**config.mk**
```make
export PLATFORM = sky130hd
export DESIGN_NAME = timestamp_capture
export DESIGN_NICKNAME = d
export VERILOG_FILES = /design/src/rtl/timestamp_capture.sv
export SDC_FILE = /design/constraint.sdc
export NUM_CORES = 1
export LEC_CHECK = 0
export BUFFER_PORTS_ARGS = -buffer_cell sky130_fd_sc_hd__buf_4
export CAP_MARGIN = 10
export CORE_ASPECT_RATIO = 1.2
export CORE_MARGIN = 2
export CORE_UTILIZATION = 40
export CTS_CLUSTER_SIZE = 8
export DETAILED_ROUTE_END_ITERATION = 16
export GPL_TIMING_DRIVEN = 0
export HOLD_SLACK_MARGIN = 0.05
export PLACE_DENSITY = 0.62
export SLEW_MARGIN = 20
export SYNTH_ARGS = -nofsm -noshare
export SYNTH_HDL_FRONTEND = slang
export SYNTH_SLANG_ARGS = --single-unit
```
**constraint.sdc**
```tcl
create_clock -name clk -period 9.4 [get_ports clk]
set_input_delay 0.94 -clock clk [delete_from_list [all_inputs] [get_ports clk]]
set_output_delay 0.94 -clock clk [all_outputs]
set_load 0.005 [all_outputs]
```
**src/rtl/timestamp_capture.sv**
```systemverilog
// Timestamp capture: synchronises an async event line, latches the live timestamp on
// each rising edge into a FWFT FIFO drained over an AXI-Stream style master port.
// Optional: define TIMESTAMP_CAPTURE_LATENCY_COMP_EN to back out the synchroniser delay.
module timestamp_capture #(
  parameter int TIMESTAMP_WIDTH = 64,
  parameter int FIFO_DEPTH      = 16,
  parameter int SYNC_STAGES     = 2
) (
  input  logic                             clk,
  input  logic                             reset,
  input  logic                             run,
  input  logic [TIMESTAMP_WIDTH-1:0]       timestamp,
  input  logic                             event_in,
  output logic [TIMESTAMP_WIDTH-1:0]       m_axis_tdata,
  output logic                             m_axis_tvalid,
  input  logic                             m_axis_tready,
  output logic [$clog2(FIFO_DEPTH):0]      fifo_level,
  output logic                             overflow
);

  localparam int AW = $clog2(FIFO_DEPTH);
  localparam int LW = AW + 1;

  logic [SYNC_STAGES-1:0]     r_sync;
  logic                       r_sync_prev;
  logic                       r_run_prev;
  logic [TIMESTAMP_WIDTH-1:0] r_mem [FIFO_DEPTH];
  logic [AW-1:0]              r_wr_ptr;
  logic [AW-1:0]              r_rd_ptr;
  logic [LW-1:0]              r_level;
  logic                       r_overflow;

  logic                       w_edge;
  logic                       w_cap;
  logic                       w_full;
  logic                       w_pop;
  logic                       w_wr;
  logic                       w_drop;
  logic [TIMESTAMP_WIDTH-1:0] w_ts;

  // Edge detection runs regardless of run, so a line already high at run assertion
  // has no edge left to capture.
  always_ff @(posedge clk) begin
    if (reset) begin
      r_sync      <= '0;
      r_sync_prev <= 1'b0;
      r_run_prev  <= 1'b0;
    end else begin
      r_sync      <= {r_sync[SYNC_STAGES-2:0], event_in};
      r_sync_prev <= r_sync[SYNC_STAGES-1];
      r_run_prev  <= run;
    end
  end

  assign w_edge = r_sync[SYNC_STAGES-1] & ~r_sync_prev;
  assign w_cap  = w_edge & run;
  assign w_full = (r_level == LW'(FIFO_DEPTH));
  assign w_pop  = (r_level != '0) & m_axis_tready;
  assign w_wr   = w_cap & (~w_full | w_pop);
  assign w_drop = w_cap & w_full & ~w_pop;

`ifdef TIMESTAMP_CAPTURE_LATENCY_COMP_EN
  // Report the count at the edge where event_in was first sampled high.
  assign w_ts = timestamp - TIMESTAMP_WIDTH'(SYNC_STAGES);
`else
  assign w_ts = timestamp;
`endif

  always_ff @(posedge clk) begin
    if (!reset && w_wr) r_mem[r_wr_ptr] <= w_ts;
  end

  always_ff @(posedge clk) begin
    if (reset) begin
      r_wr_ptr   <= '0;
      r_rd_ptr   <= '0;
      r_level    <= '0;
      r_overflow <= 1'b0;
    end else begin
      if (w_wr)  r_wr_ptr <= r_wr_ptr + 1'b1;
      if (w_pop) r_rd_ptr <= r_rd_ptr + 1'b1;
      case ({w_wr, w_pop})
        2'b10:   r_level <= r_level + 1'b1;
        2'b01:   r_level <= r_level - 1'b1;
        default: r_level <= r_level;
      endcase
      if (w_drop)                r_overflow <= 1'b1;
      else if (run && !r_run_prev) r_overflow <= 1'b0;
    end
  end

  // Head word shown only while non-empty so an empty FIFO presents zero.
  assign m_axis_tdata  = (r_level != '0) ? r_mem[r_rd_ptr] : '0;
  assign m_axis_tvalid = (r_level != '0);
  assign fifo_level    = r_level;
  assign overflow      = r_overflow;

endmodule

```
==> impl_metrics.ini, run 1 <==
[status]
outcome = finished, final reports clean

[job]
max_cap_viol_count = 0

[die]
floorplan.die_area_um2 = 102000
rows = 126
initial_utilization = 0.404
core_area_um2 = 98500
die_width_um = 292
chipHeight_um = 349
boundaryPins = 140

[clock_network]
clk-insertion-delay-late_ns = 0.72
cts_resized = 0
cts_buffers = 148
cts.hold.buffers_added = 0
postCtsSetupRepairBufs = 0
ctsRootBufferMaster = sky130_fd_sc_hd__clkbuf_16
worst_setup_hold_path_clk_slew_ns = 0.05
tritoncts_clock_tree = yes
cts.sink_count = 1046
clock_tree.htree_level_count = 4
maximum_clock_path_buffer_count = 3

[setup_path]
timing.critical_path.arrival_ns = 3.92
timing.critical_path.buf_inv = 3
max_stage_delay_ns = 0.79
setup.reg_to_reg.worst_slack_ns = 6.32
worst_r2r_startpoint = r_sync_prev
timing.reg2reg.worst_path_depth = 6
critPathMaxFanout = 10
slowest_stage = sky130_fd_sc_hd__nand2_1
setup.worst_path.class = register to output pin
timing.critical_path.from_type = register
crit_chain = buf_4 -> nor4_4 -> nand2_1 -> nand2_1 -> clkbuf_1 -> o22ai_1 -> buf_4
worst_setup_path_end_kind = output pin
cp_top_family = simple AND/OR/NAND/NOR gates
worst-endpoint-required_ns = 8.46
timing.rr.end = r_mem[6][29]

[logic_synthesis]
synth_ff_type = sky130_fd_sc_hd__edfxtp_1
synth_area_leaders = sky130_fd_sc_hd__edfxtp_1 77%, sky130_fd_sc_hd__mux4_2 14%, sky130_fd_sc_hd__mux2i_1 3.3%
synth_cells = 1699
postSynthAreaPerCell_um2 = 23.4
post_synthesis_net_count = 1775
yosysUniqueCellTypes = 48
synth-edff-count = 1024
area_fraction_of_the_dominant_cell_type_after_synthesis = 0.773
netlist_area_um2 = 39800
synth-seq-cells = 1046
synthesis.yosys.warnings = 0
synth_async_sr_flop_share = 0
synth_area_leader_cell = sky130_fd_sc_hd__edfxtp_1
yosysSeqAreaShare = 0.784

[routing]
total_wire_length_after_detailed_routing_um = 94300
drt_drc_violations_left = 0
met2RoutedLength_um = 47900
routedLengthMet1_um = 38600
drt-wirelength-per-cell_um = 28.1
drt_iter0_drc = 1700
firstDrtPassIters = 5
met3WireLength_um = 5350
routed.top_layer = met5
route.vias.total = 19100
routed_via_density = 5.69
antenna_violating_nets_post_route = 0

[final_layout]
filler_cell_count = 7736
synthToLayoutAreaGrowth_pct = 20.6
nets = 2123
layout-drive-gt1-share = 0.325

[min_path]
holdCritPathClass = primary input to register
whs_path_depth = 2
hp-start = event_in
endpoint_worst_hold = r_sync[0]

[global_route]
grt_start_max_net_pins = 21
grt_antenna_before_repair = 6
grt_pass1_vias = 20500
grt_first_pass_wirelength_um = 138000
grt_util_all_layers = 0.187
overflow_left_after_global_routing = 0

[pwr]
swShare = 0.254
total_switching_power_mw = 3.12
ir_worst_vdd_v = 0.000173
p_comb_frac = 0.196
p_total_mw = 12.3
power_leakage_nw = 14.7
clkPwrFrac = 0.383
seqPwrFrac = 0.421
internal_power_contribution_mw = 9.16
power.density_nw_per_um2 = 256

[sta]
maxClockFrequency_mhz = 206
rsz_0062_raised_after_global_routing = false
layout_worst_path_cycle_share = 0.517
hold_viol = 0
tightestPinTransition_ns = 1.09
timing.final.crit_period_ns = 4.86
timing.final.setup_violations = 0
clock-skew-final_ns = 0.0249
report.final.slew_viol_count = 0
tightest_slew_margin_relative_to_the_limit = 0.275
fin_tns_setup_ns = 0
post_layout_worst_setup_margin_ns = 4.54

[place]
hpwlAfterDp_um = 59500
preCtsSetupSlack_ns = 5.31
port_buffers = 139
finalWeightedCongestion = 0.734
## logic make-up (layout without fill, tap and decap cells)
logic type | after synthesis | count (layout) | synth area share
buffers and inverters | 97 | 474 | 0.0105
multiplexers | 388 | 388 | 0.178
adder cells (fa/ha/maj) | 7 | 7 | 0.00220
XOR/XNOR | 6 | 6 | 0.00132
AND/OR/NAND/NOR | 65 | 65 | 0.00855
AO/OA/AOI/OAI | 90 | 90 | 0.0154
flip-flops | 1046 | 1046 | 0.784
other | 0 | 1 | 0
## placed cells by master (no fill, tap or decap), types with 22 or more instances in the layout
cell type	count
sky130_fd_sc_hd__clkbuf_16	154
sky130_fd_sc_hd__buf_2	28
sky130_fd_sc_hd__buf_12	28
sky130_fd_sc_hd__o22ai_1	64
sky130_fd_sc_hd__buf_16	30
sky130_fd_sc_hd__buf_4	140
sky130_fd_sc_hd__mux4_2	256
sky130_fd_sc_hd__dfxtp_1	22
sky130_fd_sc_hd__edfxtp_1	1024
sky130_fd_sc_hd__mux2i_1	131
sky130_fd_sc_hd__clkbuf_1	58
## power groups by stage
stage	logic, mW	registers, mW	clock network [mW]
5_1_grt	2.59	5.16	4.97
6_report	2.40	5.17	4.71
4_1_cts	2.47	5.16	4.79
3_5_place_dp	2.46	5.25	0
3_3_place_gp	2.43	5.25	0
2_1_floorplan	1.40	5.25	0
## cell usage after synthesis (4+ instances only)
library cell and count:
sky130_fd_sc_hd__a21oi_1 6, sky130_fd_sc_hd__buf_1 17, sky130_fd_sc_hd__buf_2 28, sky130_fd_sc_hd__clkbuf_1 43, sky130_fd_sc_hd__dfxtp_1 22, sky130_fd_sc_hd__edfxtp_1 1024, sky130_fd_sc_hd__ha_1 7, sky130_fd_sc_hd__inv_1 5
sky130_fd_sc_hd__mux2i_1 131, sky130_fd_sc_hd__mux4_2 256, sky130_fd_sc_hd__nand2_1 8, sky130_fd_sc_hd__nand3_1 5, sky130_fd_sc_hd__nor2_1 29, sky130_fd_sc_hd__nor2b_1 5, sky130_fd_sc_hd__o21ai_0 4, sky130_fd_sc_hd__o22ai_1 64
## flip-flops by register name, indices dropped and copies added, names as in the netlist, named ones only
name / flops
fifo_level: 5
overflow: 1
r_mem: 1024
r_rd_ptr: 4
r_run_prev: 1
r_sync: 2
r_sync_prev: 1
r_wr_ptr: 4
## metal layers
layer	global-route usage	up-vias
li1	-	7942
met1	0.245	10300
met2	0.314	701
met3	0.0382	169
met4	0.0629	10
met5	0	-
## layout make-up
cell class | count | area, um^2 | share of cell area
plain buffers | 91 | 395 | 0.00824
well taps | 1280 | 1600 | 0.0334
flip-flops and latches | 1046 | 31200 | 0.650
clock inverters | 10 | 120 | 0.00250
repair buffers | 198 | 2440 | 0.0509
diodes | 1 | 2.50 | 0.0000521
multi-input cells | 556 | 8300 | 0.173
inverters | 6 | 22.5 | 0.000469
clock buffers | 169 | 3910 | 0.0815
## per-stage QoR
| stage | hold slack, ns | area, um^2 | std cells | utilization |
|---|---|---|---|---|
| floorplan | 0.414 | 39800 | 1699 | - |
| global placement | 0.418 | 42400 | 3118 | 0.431 |
| detailed placement | 0.447 | 44000 | 3177 | 0.446 |
| CTS | 0.393 | 48000 | 3356 | 0.487 |
| global route | 0.424 | 48000 | 3356 | 0.487 |
| finish | 0.442 | 48000 | 3357 | 0.487 |
## worst max path at each step
stage / slack, ns / startpoint / depth (start not counted) / endpoint
after CTS: 4.51 / fifo_level[2] / 7 / m_axis_tdata[24]
after detailed placement: 5.31 / fifo_level[2] / 7 / m_axis_tdata[24]
after floorplan: 4.51 / run / 4 / r_mem[12][0]
after global routing: 4.40 / fifo_level[2] / 7 / m_axis_tdata[20]
after global placement: 0.68 / run / 5 / r_mem[10][27]
final: 4.54 / fifo_level[2] / 7 / m_axis_tdata[24]
Note: power is estimated with default switching activity, not from simulation.
==> run 2, diff against run 1 <==
- clock period: 9.4 -> 5.1 ns (I/O delays scaled with it)
==> impl_metrics.ini, run 2 (synthesized netlist as in run 1, its figures left out) <==
[final_layout]
regMostFlops = r_mem
num_antenna_cells = 0
largest_reg_flops = 1024
nets = 2142
fin_area_um2 = 48200
layout-drive-gt1-share = 0.322
synthToLayoutAreaGrowth_pct = 21.1
mostFrequentLayoutCell = sky130_fd_sc_hd__edfxtp_1
mostFrequentLayoutCells = 1024 x sky130_fd_sc_hd__edfxtp_1, 256 x sky130_fd_sc_hd__mux4_2, 154 x sky130_fd_sc_hd__clkbuf_16

[pwr]
swShare = 0.254
internal_power_contribution_mw = 16.9
p_comb_frac = 0.196
clkPwrFrac = 0.383
p_total_mw = 22.6
ir_worst_vdd_v = 0.000317
power_leakage_nw = 14.8
total_switching_power_mw = 5.75
power.density_nw_per_um2 = 470
seqPwrFrac = 0.421

[die]
boundaryPins = 140
core_area_um2 = 98500
chipHeight_um = 349
initial_utilization = 0.404
rows = 126
floorplan.die_area_um2 = 102000
die_width_um = 292

[place]
finalWeightedCongestion = 0.734
hpwlAfterDp_um = 59500
port_buffers = 139
post_place_instance_area_um2 = 44000

[sta]
timing.final.crit_period_ns = 4.42
layout_worst_path_cycle_share = 0.867
report.final.slew_viol_count = 0
maxClockFrequency_mhz = 226
timing.final.setup_violations = 0
rsz_0062_raised_after_global_routing = false
tightestPinTransition_ns = 1.08
hold_viol = 0
final.hold.worst_slack_ns = 0.0936
clock-skew-final_ns = 0.0270
tightest_slew_margin_relative_to_the_limit = 0.281

[clock_network]
tritoncts_clock_tree = yes
worst_setup_hold_path_clk_slew_ns = 0.05
clk-insertion-delay-late_ns = 0.72
maximum_clock_path_buffer_count = 3
clock_tree.htree_level_count = 4
cts_resized = 0
cts.sink_count = 1046
ctsRootBufferMaster = sky130_fd_sc_hd__clkbuf_16
cts_buffers = 148

[global_route]
grt_util_all_layers = 0.187
overflow_left_after_global_routing = 0
grt_pass1_vias = 20600
grt_start_max_net_pins = 21
grt_antenna_before_repair = 4
grt_first_pass_wirelength_um = 139000

[routing]
drt-wirelength-per-cell_um = 27.9
route.vias.total = 19100
drt_iter0_drc = 1706
antenna_violating_nets_post_route = 0
drt_drc_violations_left = 0
total_wire_length_after_detailed_routing_um = 94200
routed_via_density = 5.67
firstDrtPassIters = 5

[setup_path]
timing.critical_path.from_type = register
timing.critical_path.arrival_ns = 3.91
worst-endpoint-required_ns = 4.59
worst_setup_path_end_kind = output pin
setup.worst_path.class = register to output pin
critPathMaxFanout = 10

[status]
outcome = finished, final reports clean

[job]
max_cap_viol_count = 0

[min_path]
holdCritPathClass = primary input to register
==> run 2: cell count changes in the layout (fill, tap and decap cells not counted) <==
cell                            before  now
sky130_fd_sc_hd__dlygate4sd3_1       0   19
sky130_fd_sc_hd__diode_2             1    0
==> run 2: path summary, 6_finish.rpt <==
check	end	depth (start not counted)	slack, ns	from
worst max-delay path	m_axis_tdata[24]	7	0.68	fifo_level[2]
worst min-delay path	r_mem[12][6]	1	0.09	timestamp[6]
worst min register to register	r_sync[1]	1	0.46	r_sync[0]
worst max register to register	r_mem[6][29]	6	2.03	r_sync_prev
==> run 2: repair_timing <==
action	CTS	global route
hold buffers	19	0
endpoints found under the hold margin	152	0
buffers inserted	0	0
==> run 2: power groups by stage <==
stage / Clock (mW) / Combinational (mW) / Sequential (mW)
finish: 8.68 / 4.44 / 9.52
global route: 9.16 / 4.78 / 9.51
CTS: 8.83 / 4.57 / 9.52
detailed placement: 0 / 4.54 / 9.68
global placement: 0 / 4.48 / 9.68
floorplan: 0 / 2.58 / 9.68
==> run 2: per-layer routing <==
metal,GRT usage,up-vias,share of wire
met5,0,-,0.00052
met4,0.0629,8,0.026
met3,0.0355,180,0.056
met2,0.315,702,0.51
met1,0.246,10300,0.41
li1,-,7980,-
==> run 2: critical path: stages (launching register included) <==
cell                       delay, ns
sky130_fd_sc_hd__dfxtp_1        0.32
sky130_fd_sc_hd__buf_4          0.17
sky130_fd_sc_hd__nor4_4         0.42
sky130_fd_sc_hd__nand2_1        0.26
sky130_fd_sc_hd__nand2_1        0.77
sky130_fd_sc_hd__clkbuf_1       0.67
sky130_fd_sc_hd__o22ai_1        0.34
sky130_fd_sc_hd__buf_4          0.23
==> run 2: cell type report <==
type	instances	area [um^2]
Fill cell	7724	50400
Sequential cell	1046	31200
Multi-Input combinational cell	556	8300
Clock buffer	169	3910
Timing Repair Buffer	217	2640
Tap cell	1280	1600
Buffer	91	395
Clock inverter	10	120
Inverter	6	22.5
==> run 2: per-stage QoR <==
step                TNS (ns)  cells  setup WS [ns]  utilization
CTS                        0   3375          0.636        0.489
global placement    -3011.03   3118          -3.19        0.431
global route               0   3375          0.531        0.489
floorplan                  0   1699          0.639            -
finish                     0   3375          0.679        0.489
detailed placement         0   3177           1.44        0.446
==> run 3, diff against run 2 <==
- REMOVE_ABC_BUFFERS: not set -> 1
==> impl_metrics.ini, run 3 (synthesized netlist as in run 1, its figures left out) <==
[status]
outcome = finished, final reports clean

[clock_network]
cts_resized = 0
cts_buffers = 148
postCtsSetupRepairBufs = 0
ctsRootBufferMaster = sky130_fd_sc_hd__clkbuf_16
clock_tree.htree_level_count = 4
maximum_clock_path_buffer_count = 3
cts.hold.buffers_added = 29
cts.sink_count = 1046
tritoncts_clock_tree = yes
worst_setup_hold_path_clk_slew_ns = 0.05
clk-insertion-delay-late_ns = 0.72

[job]
max_cap_viol_count = 0

[global_route]
grt_start_max_net_pins = 44
grt_util_all_layers = 0.179
overflow_left_after_global_routing = 0
grt_first_pass_wirelength_um = 133000
grt_pass1_vias = 20200
grt_antenna_before_repair = 7

[routing]
drt-wirelength-per-cell_um = 27.1
route.vias.total = 18800
total_wire_length_after_detailed_routing_um = 90100
firstDrtPassIters = 7
drt_drc_violations_left = 0
drt_iter0_drc = 1702
antenna_violating_nets_post_route = 0
routed_via_density = 5.64

[die]
initial_utilization = 0.404
die_width_um = 292
rows = 126
floorplan.die_area_um2 = 102000
chipHeight_um = 349
boundaryPins = 140
core_area_um2 = 98500

[setup_path]
timing.critical_path.from_type = register
critPathMaxFanout = 33
worst-endpoint-required_ns = 4.59
setup.worst_path.class = register to output pin
timing.rr.end = r_mem[12][26]
setup.reg_to_reg.worst_slack_ns = 1.94
timing.reg2reg.worst_path_depth = 7
worst_setup_path_end_kind = output pin
timing.critical_path.arrival_ns = 3.65
worst_r2r_startpoint = r_sync_prev

[final_layout]
layout-drive-gt1-share = 0.332
nets = 2093
filler_cell_count = 7663
regMostFlops = r_mem
mostFrequentLayoutCell = sky130_fd_sc_hd__edfxtp_1
num_antenna_cells = 0
largest_reg_flops = 1024
synthToLayoutAreaGrowth_pct = 22.2
fin_cells = 3326
mostFrequentLayoutCells = 1024 x sky130_fd_sc_hd__edfxtp_1, 256 x sky130_fd_sc_hd__mux4_2, 151 x sky130_fd_sc_hd__clkbuf_16

[sta]
timing.final.crit_period_ns = 4.16
rsz_0062_raised_after_global_routing = false
maxClockFrequency_mhz = 240
timing.final.setup_violations = 0
report.final.slew_viol_count = 0
tightest_slew_margin_relative_to_the_limit = 0.485
post_layout_worst_setup_margin_ns = 0.939
tightestPinTransition_ns = 0.770
layout_worst_path_cycle_share = 0.816
hold_viol = 0
clock-skew-final_ns = 0.0303

[min_path]
whs_path_depth = 1
endpoint_worst_hold = r_mem[1][17]
hp-start = timestamp[17]
holdCritPathClass = primary input to register

[pwr]
power.density_nw_per_um2 = 463
p_total_mw = 22.5
ir_worst_vdd_v = 0.000352
power_leakage_nw = 15.0

[place]
port_buffers = 139
preCtsSetupSlack_ns = 1.54
hpwlAfterDp_um = 55500
finalWeightedCongestion = 0.675
place_inst = 3118
[run 3: cell types whose count changed in the layout (fill, tap and decap cells not counted), sizes merged]
| cell | before | now |
|---|---|---|
| buf | 246 | 230 |
| clkbuf | 212 | 168 |
| clkinv | 6 | 2 |
| dlygate4sd3 | 19 | 29 |
| inv | 10 | 15 |
[run 3: power breakdown]
part / leakage, nW / internal, mW / switching, mW / total, mW
registers: 9.38 / 9.49 / 0.0989 / 9.59
clock network: 1.94 / 5.23 / 3.32 / 8.55
logic: 3.63 / 2.22 / 2.15 / 4.37
[run 3: critical path, cell delays in order, from the launching register on]
cell	delay, ns
sky130_fd_sc_hd__dfxtp_4	0.61
sky130_fd_sc_hd__buf_16	0.29
sky130_fd_sc_hd__buf_16	0.30
sky130_fd_sc_hd__buf_16	0.28
sky130_fd_sc_hd__buf_16	0.29
sky130_fd_sc_hd__mux4_2	0.54
sky130_fd_sc_hd__mux2i_1	0.18
sky130_fd_sc_hd__o22ai_1	0.19
sky130_fd_sc_hd__buf_4	0.18
[run 3: final cells by class]
cell class                      instances  area, um^2  area share
Inverter                                6        22.5    0.000463
Clock buffer                          168        3840      0.0790
Tap cell                             1280        1600      0.0329
Multi-Input combinational cell        556        8320       0.171
Clock inverter                         11         123     0.00252
Timing Repair Buffer                  259        3530      0.0726
Sequential cell                      1046       31200       0.642
[run 3: worst max path at each step]
stage | startpoint | end | slack (ns)
after floorplan | register | m_axis_tdata[0] | -7.09
after CTS | register | m_axis_tdata[54] | 0.74
final | register | m_axis_tdata[5] | 0.94
after detailed placement | register | m_axis_tdata[31] | 1.54
after global placement | register | m_axis_tdata[31] | -12.41
after global routing | register | m_axis_tdata[54] | 0.62
[run 3: metal layers]
| layer | GRT usage | vias up | share of wire |
|---|---|---|---|
| met1 | 0.241 | 10100 | 0.42 |
| li1 | - | 7873 | - |
| met5 | 0 | - | 0.00083 |
| met2 | 0.294 | 628 | 0.50 |
| met4 | 0.0563 | 12 | 0.022 |
| met3 | 0.0391 | 169 | 0.064 |
[run 3: stage by stage]
stage          setup TNS (ns)  hold slack (ns)  area, um^2  utilization
5_1_grt                     0           0.0766       48600        0.494
3_3_place_gp         -4264.78            0.418       42000        0.427
3_5_place_dp                0            0.440       44400        0.450
4_1_cts                     0           0.0502       48600        0.494
2_1_floorplan         -453.88            0.414       39400            -
6_report                    0           0.0907       48600        0.494
